`config.mk`:
```
export PLATFORM = sky130hd
export DESIGN_NAME = mem_stage_split
export DESIGN_NICKNAME = d
export VERILOG_FILES = /design/src/rtl/mem_stage_split.sv
export SDC_FILE = /design/constraint.sdc
export NUM_CORES = 1
export LEC_CHECK = 0
export BUFFER_PORTS_ARGS = -buffer_cell sky130_fd_sc_hd__buf_2
export CORE_MARGIN = 3
export CORE_UTILIZATION = 50
export DETAILED_ROUTE_END_ITERATION = 6
export GPL_ROUTABILITY_DRIVEN = 0
export PLACE_DENSITY = 0.82
export SKIP_LAST_GASP = 1
export SLEW_MARGIN = 20
export SYNTH_ARGS = -nofsm -noshare
export SYNTH_HDL_FRONTEND = slang
export SYNTH_SLANG_ARGS = --single-unit
```
`constraint.sdc`:
```
create_clock -name clk -period 3.82 [get_ports clk]
set_clock_uncertainty 0.2 [all_clocks]
set_input_delay 0.573 -clock clk [delete_from_list [all_inputs] [get_ports clk]]
set_output_delay 0.573 -clock clk [all_outputs]
set_load 0.05 [all_outputs]
```
`src/rtl/mem_stage_split.sv`:
```
`timescale 1ns/1ps
// MEM pipeline stage that waits on a split-transaction data SRAM (data_ok), buffers load data under
// WB back-pressure and discards responses of flushed requests. Optional feature macro: MEM_FWD_DATA_EN.
//
// Handshake: EX->MEM transfers on ex_to_mem_valid & mem_allowin; MEM->WB transfers on
// mem_to_wb_valid & wb_allowin; neither valid depends on the receiver's ready in the same cycle
// except through mem_allowin = ~valid | (ready_go & wb_allowin).

module mem_stage_split #(
    parameter int DATA_W = 32,
    parameter int PC_W   = 32,
    parameter int RF_AW  = 5,
    parameter int DISC_W = 2
) (
    input  logic              clk,
    input  logic              reset,
    input  logic              flush,
    input  logic              ex_to_mem_valid,
    output logic              mem_allowin,
    input  logic [PC_W-1:0]   ex_pc,
    input  logic              ex_rf_we,
    input  logic [RF_AW-1:0]  ex_rf_waddr,
    input  logic [DATA_W-1:0] ex_alu_result,
    input  logic              ex_mem_req,
    input  logic              ex_is_load,
    input  logic [1:0]        ex_ld_size,
    input  logic              ex_ld_unsigned,
    input  logic              data_sram_data_ok,
    input  logic [DATA_W-1:0] data_sram_rdata,
    input  logic              wb_allowin,
    output logic              mem_to_wb_valid,
    output logic [PC_W-1:0]   mem_wb_pc,
    output logic              mem_wb_rf_we,
    output logic [RF_AW-1:0]  mem_wb_rf_waddr,
    output logic [DATA_W-1:0] mem_wb_rf_wdata,
    output logic              mem_fwd_we,
    output logic [RF_AW-1:0]  mem_fwd_waddr,
    output logic [DATA_W-1:0] mem_fwd_wdata,
    output logic              mem_fwd_stall
);

    localparam int LB = $clog2(DATA_W / 8);
    localparam int CW = DISC_W + 2;
    localparam logic [CW-1:0] DISC_MAX = CW'((1 << DISC_W) - 1);

    // Stage state
    logic              valid_q, valid_d;
    logic [PC_W-1:0]   pc_q, pc_d;
    logic              rf_we_q, rf_we_d;
    logic [RF_AW-1:0]  rf_waddr_q, rf_waddr_d;
    logic [DATA_W-1:0] alu_result_q, alu_result_d;
    logic              mem_req_q, mem_req_d;
    logic              is_load_q, is_load_d;
    logic [1:0]        ld_size_q, ld_size_d;
    logic              ld_unsigned_q, ld_unsigned_d;
    logic              buf_valid_q, buf_valid_d;
    logic [DATA_W-1:0] buf_data_q, buf_data_d;
    logic [DISC_W-1:0] disc_cnt_q, disc_cnt_d;

    // Handshake and datapath intermediates
    logic              wait_resp;
    logic              resp_mine;
    logic              resp_take;
    logic              ready_go;
    logic              leave;
    logic [DATA_W-1:0] raw_data;
    logic [7:0]        byte_val;
    logic [15:0]       half_val;
    logic [DATA_W-1:0] word_ext;
    logic [DATA_W-1:0] dword_ext;
    logic [DATA_W-1:0] load_ext;
    logic [DATA_W-1:0] rf_wdata;
    logic [CW-1:0]     disc_inc;
    logic [CW-1:0]     disc_dec;
    logic [CW-1:0]     disc_sum;

    always_comb begin
        wait_resp   = valid_q & mem_req_q & ~buf_valid_q;
        resp_mine   = data_sram_data_ok & (disc_cnt_q == '0);
        // A response with nobody waiting for it is dropped rather than overwriting the buffer.
        resp_take   = resp_mine & wait_resp;
        ready_go    = ~wait_resp | resp_mine;
        leave       = valid_q & ready_go & wb_allowin;
        mem_allowin = ~valid_q | (ready_go & wb_allowin);
    end

    // Load lane extraction from either the live response or the held buffer
    always_comb begin
        raw_data = resp_take ? data_sram_rdata : buf_data_q;
        byte_val = raw_data[{alu_result_q[LB-1:0], 3'b000} +: 8];
        half_val = raw_data[{alu_result_q[LB-1:1], 4'b0000} +: 16];
    end

    generate
        if (DATA_W == 64) begin : g_w64
            logic [31:0] word_val;
            assign word_val  = raw_data[{alu_result_q[2], 5'b00000} +: 32];
            assign word_ext  = {{32{~ld_unsigned_q & word_val[31]}}, word_val};
            assign dword_ext = raw_data;
        end else begin : g_w32
            assign word_ext  = raw_data;
            assign dword_ext = raw_data;
        end
    endgenerate

    always_comb begin
        case (ld_size_q)
            2'd0:    load_ext = {{(DATA_W-8){~ld_unsigned_q & byte_val[7]}}, byte_val};
            2'd1:    load_ext = {{(DATA_W-16){~ld_unsigned_q & half_val[15]}}, half_val};
            2'd2:    load_ext = word_ext;
            default: load_ext = dword_ext;
        endcase
        rf_wdata = is_load_q ? load_ext : alu_result_q;
    end

    // Outstanding responses of killed requests; sum of flush increments and data_ok decrement.
    always_comb begin
        disc_inc = '0;
        if (flush) begin
            disc_inc = {{(CW-1){1'b0}}, valid_q & wait_resp & ~resp_mine}
                     + {{(CW-1){1'b0}}, ex_to_mem_valid & ex_mem_req};
        end
        disc_dec = {{(CW-1){1'b0}}, data_sram_data_ok & (disc_cnt_q != '0)};
        disc_sum = {{(CW-DISC_W){1'b0}}, disc_cnt_q} + disc_inc - disc_dec;
        if (disc_sum > DISC_MAX) begin
            disc_cnt_d = DISC_MAX[DISC_W-1:0];
        end else begin
            disc_cnt_d = disc_sum[DISC_W-1:0];
        end
    end

    always_comb begin
        valid_d       = valid_q;
        pc_d          = pc_q;
        rf_we_d       = rf_we_q;
        rf_waddr_d    = rf_waddr_q;
        alu_result_d  = alu_result_q;
        mem_req_d     = mem_req_q;
        is_load_d     = is_load_q;
        ld_size_d     = ld_size_q;
        ld_unsigned_d = ld_unsigned_q;
        buf_valid_d   = buf_valid_q;
        buf_data_d    = buf_data_q;
        if (flush) begin
            valid_d     = 1'b0;
            buf_valid_d = 1'b0;
        end else begin
            if (mem_allowin) begin
                valid_d = ex_to_mem_valid;
                if (ex_to_mem_valid) begin
                    pc_d          = ex_pc;
                    rf_we_d       = ex_rf_we;
                    rf_waddr_d    = ex_rf_waddr;
                    alu_result_d  = ex_alu_result;
                    mem_req_d     = ex_mem_req;
                    is_load_d     = ex_is_load;
                    ld_size_d     = ex_ld_size;
                    ld_unsigned_d = ex_ld_unsigned;
                end
            end
            if (leave) begin
                buf_valid_d = 1'b0;
            end else if (resp_take & ~wb_allowin) begin
                buf_valid_d = 1'b1;
                buf_data_d  = data_sram_rdata;
            end
        end
    end

    always_ff @(posedge clk) begin
        if (reset) begin
            valid_q       <= 1'b0;
            pc_q          <= '0;
            rf_we_q       <= 1'b0;
            rf_waddr_q    <= '0;
            alu_result_q  <= '0;
            mem_req_q     <= 1'b0;
            is_load_q     <= 1'b0;
            ld_size_q     <= 2'd0;
            ld_unsigned_q <= 1'b0;
            buf_valid_q   <= 1'b0;
            buf_data_q    <= '0;
            disc_cnt_q    <= '0;
        end else begin
            valid_q       <= valid_d;
            pc_q          <= pc_d;
            rf_we_q       <= rf_we_d;
            rf_waddr_q    <= rf_waddr_d;
            alu_result_q  <= alu_result_d;
            mem_req_q     <= mem_req_d;
            is_load_q     <= is_load_d;
            ld_size_q     <= ld_size_d;
            ld_unsigned_q <= ld_unsigned_d;
            buf_valid_q   <= buf_valid_d;
            buf_data_q    <= buf_data_d;
            disc_cnt_q    <= disc_cnt_d;
        end
    end

    always_comb begin
        mem_to_wb_valid = valid_q & ready_go & ~flush;
        mem_wb_pc       = pc_q;
        mem_wb_rf_we    = rf_we_q;
        mem_wb_rf_waddr = rf_waddr_q;
        mem_wb_rf_wdata = rf_wdata;
        mem_fwd_we      = valid_q & rf_we_q;
        mem_fwd_waddr   = rf_waddr_q;
`ifdef MEM_FWD_DATA_EN
        mem_fwd_wdata   = rf_wdata;
        mem_fwd_stall   = valid_q & is_load_q & wait_resp & ~resp_mine;
`else
        // No data forwarding: ID holds off on any load still in MEM.
        mem_fwd_wdata   = '0;
        mem_fwd_stall   = valid_q & is_load_q;
`endif
    end

endmodule

```
==> flow_summary.yaml <==
run_status:
  outcome: "complete, but fails checks"
  violations: "design-rule violations"
route:
  first_iter_violations: 593
  drt_wl_total_microns: 17000
  first_pass_iters: 7
  routedWlPerCell_microns: 15.9
  final_antenna_net_count: 0
  vias: 5752
  vias_per_cell: 5.39
  drt_drc_violations_left: 7
critical_path:
  critPathCaptureType: "output pin"
  critPathTopFamily: "simple AND/OR/NAND/NOR gates"
  worst_setup_path_start_kind: "flip-flop"
  cp_num_cells: 7
  path_cells: "or3b_1 -> nor2_8 -> buf_4 -> mux4_2 -> o31ai_1 -> o21ai_1 -> buf_2"
  cp_num_buf_inv: 2
  crit_fanout: 19
  crit_path_max_incr_delay_ns: 0.56
  worst_path_max_delay_cell: "mux4_2"
  cp.required_ns: 3.05
  worstPathArrival_ns: 2.93
  crit_type: "flip-flop to output pin"
  reg2reg_depth: 13
synth:
  synthArstFlopShare: 0
  synth_cell_type_count: 55
  syn_avg_cell_area_sq_um: 7.54
  synth-edff-count: 0
  synth_area_sq_mm: 0.00578
  syn_inst: 766
  synth_ff_type: "dfxtp_1"
  seq_area_frac_synth: 0.385
  ys.warnings.count: 0
  ys_ff_latch: 111
floorplan:
  core_area_sq_mm: 0.0111
  floorplan.initialDensity: 0.521
  dieWidth_microns: 113
  dieArea_sq_mm: 0.0129
  rows: 38
  io_pins: 224
  die_height_microns: 113
layout:
  fin_util: 0.620
  fin_nets: 1040
  final_cell_area_sq_mm: 0.00686
  synthToLayoutAreaGrowth_pct: 18.8
  layout-drive-gt1-share: 0.262
clock_tree:
  clk_path_buf_depth: 2
  cts_root_buffer: "clkbuf_16"
  cts_resized: 0
  cts_tree: "built"
  worstSkewPairLatency_ns: 0.35
  path_clk_slew_ns: 0.08
  htreeDepth: 3
  cts_setup_buffers: 0
  cts_sinks: 111
  cts_buffers: 9
  hold_buffers: 0
sta:
  min_period_ns: 3.71
  fmaxAchievable_ghz: 0.270
  min_period_over_period: 0.970
  grt_setup_unrepaired: "no"
  maxSlewViolCount: 0
  worst_pin_slew_ns: 0.853
  fin_ws_ns: 0.114
  hold_viol: 0
  relSlewSlack: 0.431
  finalSetupViolCount: 0
  setup_tns_ns: 0
min_path:
  hold_path_class: "input port to flip-flop"
  hold_depth: 3
pwr:
  p_leak_nw: 2.96
  powerDensity_mw_per_mm2: 401
  peakVddDrop_v: 0.000320
global_route:
  antenna_found_initial: 2
  grt_max_degree: 112
  grt_first_pass_wirelength_microns: 26300
  grt_pass1_vias: 5183
  grt.total_usage: 0.254
  grt_overflow: 0
place:
  place_ws_ns: 0.218
  dpl.hpwl_microns: 12500
  io_buffers: 191
  place_area_sq_mm: 0.00655
run:
  cap_viol_max_count: 0
==> path summary, 6_finish.rpt <==
| kind | startpoint | endpoint | slack (ns) |
|---|---|---|---|
| min reg2reg | mem_wb_pc[29]$_SDFFE_PP0P_ | mem_wb_pc[29]$_SDFFE_PP0P_ | 0.25 |
| max reg2reg | disc_cnt_q[1]$_SDFF_PP0_ | disc_cnt_q[0]$_SDFF_PP0_ | 0.92 |
| max | disc_cnt_q[1]$_SDFF_PP0_ | mem_wb_rf_wdata[5] | 0.11 |
| min | ex_pc[23] | mem_wb_pc[23]$_SDFFE_PP0P_ | 0.25 |
==> per-stage QoR <==
step	cells	hold WS (ns)	power [mW]
3_5_place_dp	1049	0.243	1.85
6_report	1067	0.245	2.75
2_1_floorplan	797	0.234	1.72
4_1_cts	1065	0.242	2.76
5_1_grt	1066	0.236	2.86
3_3_place_gp	1049	0.238	1.84
==> tightest hold or removal path, cell delays in order <==
cell	delay (ns)
buf_2	0.09
nand2_1	0.04
a21oi_1	0.05
==> cells in the final DEF (no fill, tap or decap), drive strengths merged, types with 3 or more instances in the layout <==
cell    count
clkbuf     10
nand2b      3
nor3        3
and2        8
dfxtp     111
conb       32
a221oi      5
inv        18
nand2     262
ha          5
a21oi     132
o22ai       9
nor3b       3
nor2       25
nand3       5
buf       206
mux4        6
o31ai       6
o22a       17
or2         3
o21ai      13
mux2i      14
==> kinds of logic (layout without fill, tap and decap cells) <==
logic type / after synthesis / count (layout) / synth area share
DFF: 111 / 111 / 0.385
buffers and inverters: 107 / 236 / 0.112
muxes: 22 / 22 / 0.0522
and+or+nand+nor: 321 / 321 / 0.231
adders and majority gates: 6 / 6 / 0.0143
AOI/OAI and AO/OA: 198 / 198 / 0.205
other: 1 / 33 / 0.000649
==> cells in the mapped netlist (2+ instances only) <==
| cell type | number | share of area |
|---|---|---|
| a31oi_1 | 2 | 0.0022 |
| o31ai_1 | 6 | 0.0078 |
| a221oi_1 | 5 | 0.0076 |
| nor3_1 | 3 | 0.0026 |
| nor3b_2 | 2 | 0.0043 |
| nor2_1 | 24 | 0.016 |
| mux4_2 | 5 | 0.019 |
| mux2i_1 | 14 | 0.024 |
| dfxtp_1 | 111 | 0.38 |
| o2bb2ai_1 | 2 | 0.0030 |
| o22a_1 | 17 | 0.026 |
| clkbuf_1 | 36 | 0.023 |
| clkbuf_8 | 5 | 0.012 |
| a21oi_1 | 131 | 0.11 |
| nand2b_1 | 3 | 0.0032 |
| nand2_1 | 262 | 0.17 |
| ha_1 | 5 | 0.011 |
| o22ai_1 | 9 | 0.0097 |
| buf_2 | 10 | 0.0087 |
| nand3_1 | 5 | 0.0043 |
| o21ai_1 | 9 | 0.0078 |
| mux2_2 | 2 | 0.0039 |
| buf_4 | 38 | 0.049 |
| and2_1 | 6 | 0.0065 |
| a211oi_1 | 2 | 0.0026 |
| buf_6 | 2 | 0.0039 |
| o21ai_0 | 4 | 0.0035 |
| inv_1 | 14 | 0.0091 |
| or2_2 | 2 | 0.0022 |
| o21a_1 | 2 | 0.0026 |
| a22oi_1 | 2 | 0.0026 |
| a22o_1 | 2 | 0.0030 |
| and2_2 | 2 | 0.0026 |
==> final cells by class <==
| type | instances | area, sq um |
|---|---|---|
| Fill cell | 1026 | 4210 |
| Multi-Input combinational cell | 579 | 3030 |
| Sequential cell | 111 | 2220 |
| Timing Repair Buffer | 206 | 1090 |
| Clock buffer | 10 | 229 |
| Tap cell | 140 | 175 |
| Clock inverter | 6 | 61.3 |
| Inverter | 14 | 52.6 |
| Antenna cell | 1 | 2.50 |
==> registers in the layout (all words and copies together), names as in the netlist <==
| register | cells |
|---|---|
| alu_result_q | 32 |
| buf_data_q | 32 |
| mem_wb_pc | 32 |
| mem_fwd_waddr | 5 |
| disc_cnt_q | 2 |
| ld_size_q | 2 |
| buf_valid_q | 1 |
| is_load_q | 1 |
| ld_unsigned_q | 1 |
| mem_req_q | 1 |
| mem_wb_rf_we | 1 |
| valid_q | 1 |
==> metal layers <==
| metal | vias to the layer above | GRT usage | share of wire |
|---|---|---|---|
| met5 | - | 0 | 0.0016 |
| met4 | 4 | 0.0913 | 0.029 |
| met3 | 38 | 0.0944 | 0.11 |
| met2 | 283 | 0.386 | 0.45 |
| met1 | 2607 | 0.332 | 0.41 |
| li1 | 2820 | - | - |
==> report_power, final <==
| group | total (mW) | switching (mW) | internal [mW] |
|---|---|---|---|
| logic | 0.594 | 0.436 | 0.158 |
| registers | 1.24 | 0.0359 | 1.20 |
| clock network | 0.920 | 0.460 | 0.461 |
| total | 2.75 | 0.932 | 1.82 |
Note: power is estimated with default switching activity, not from simulation.
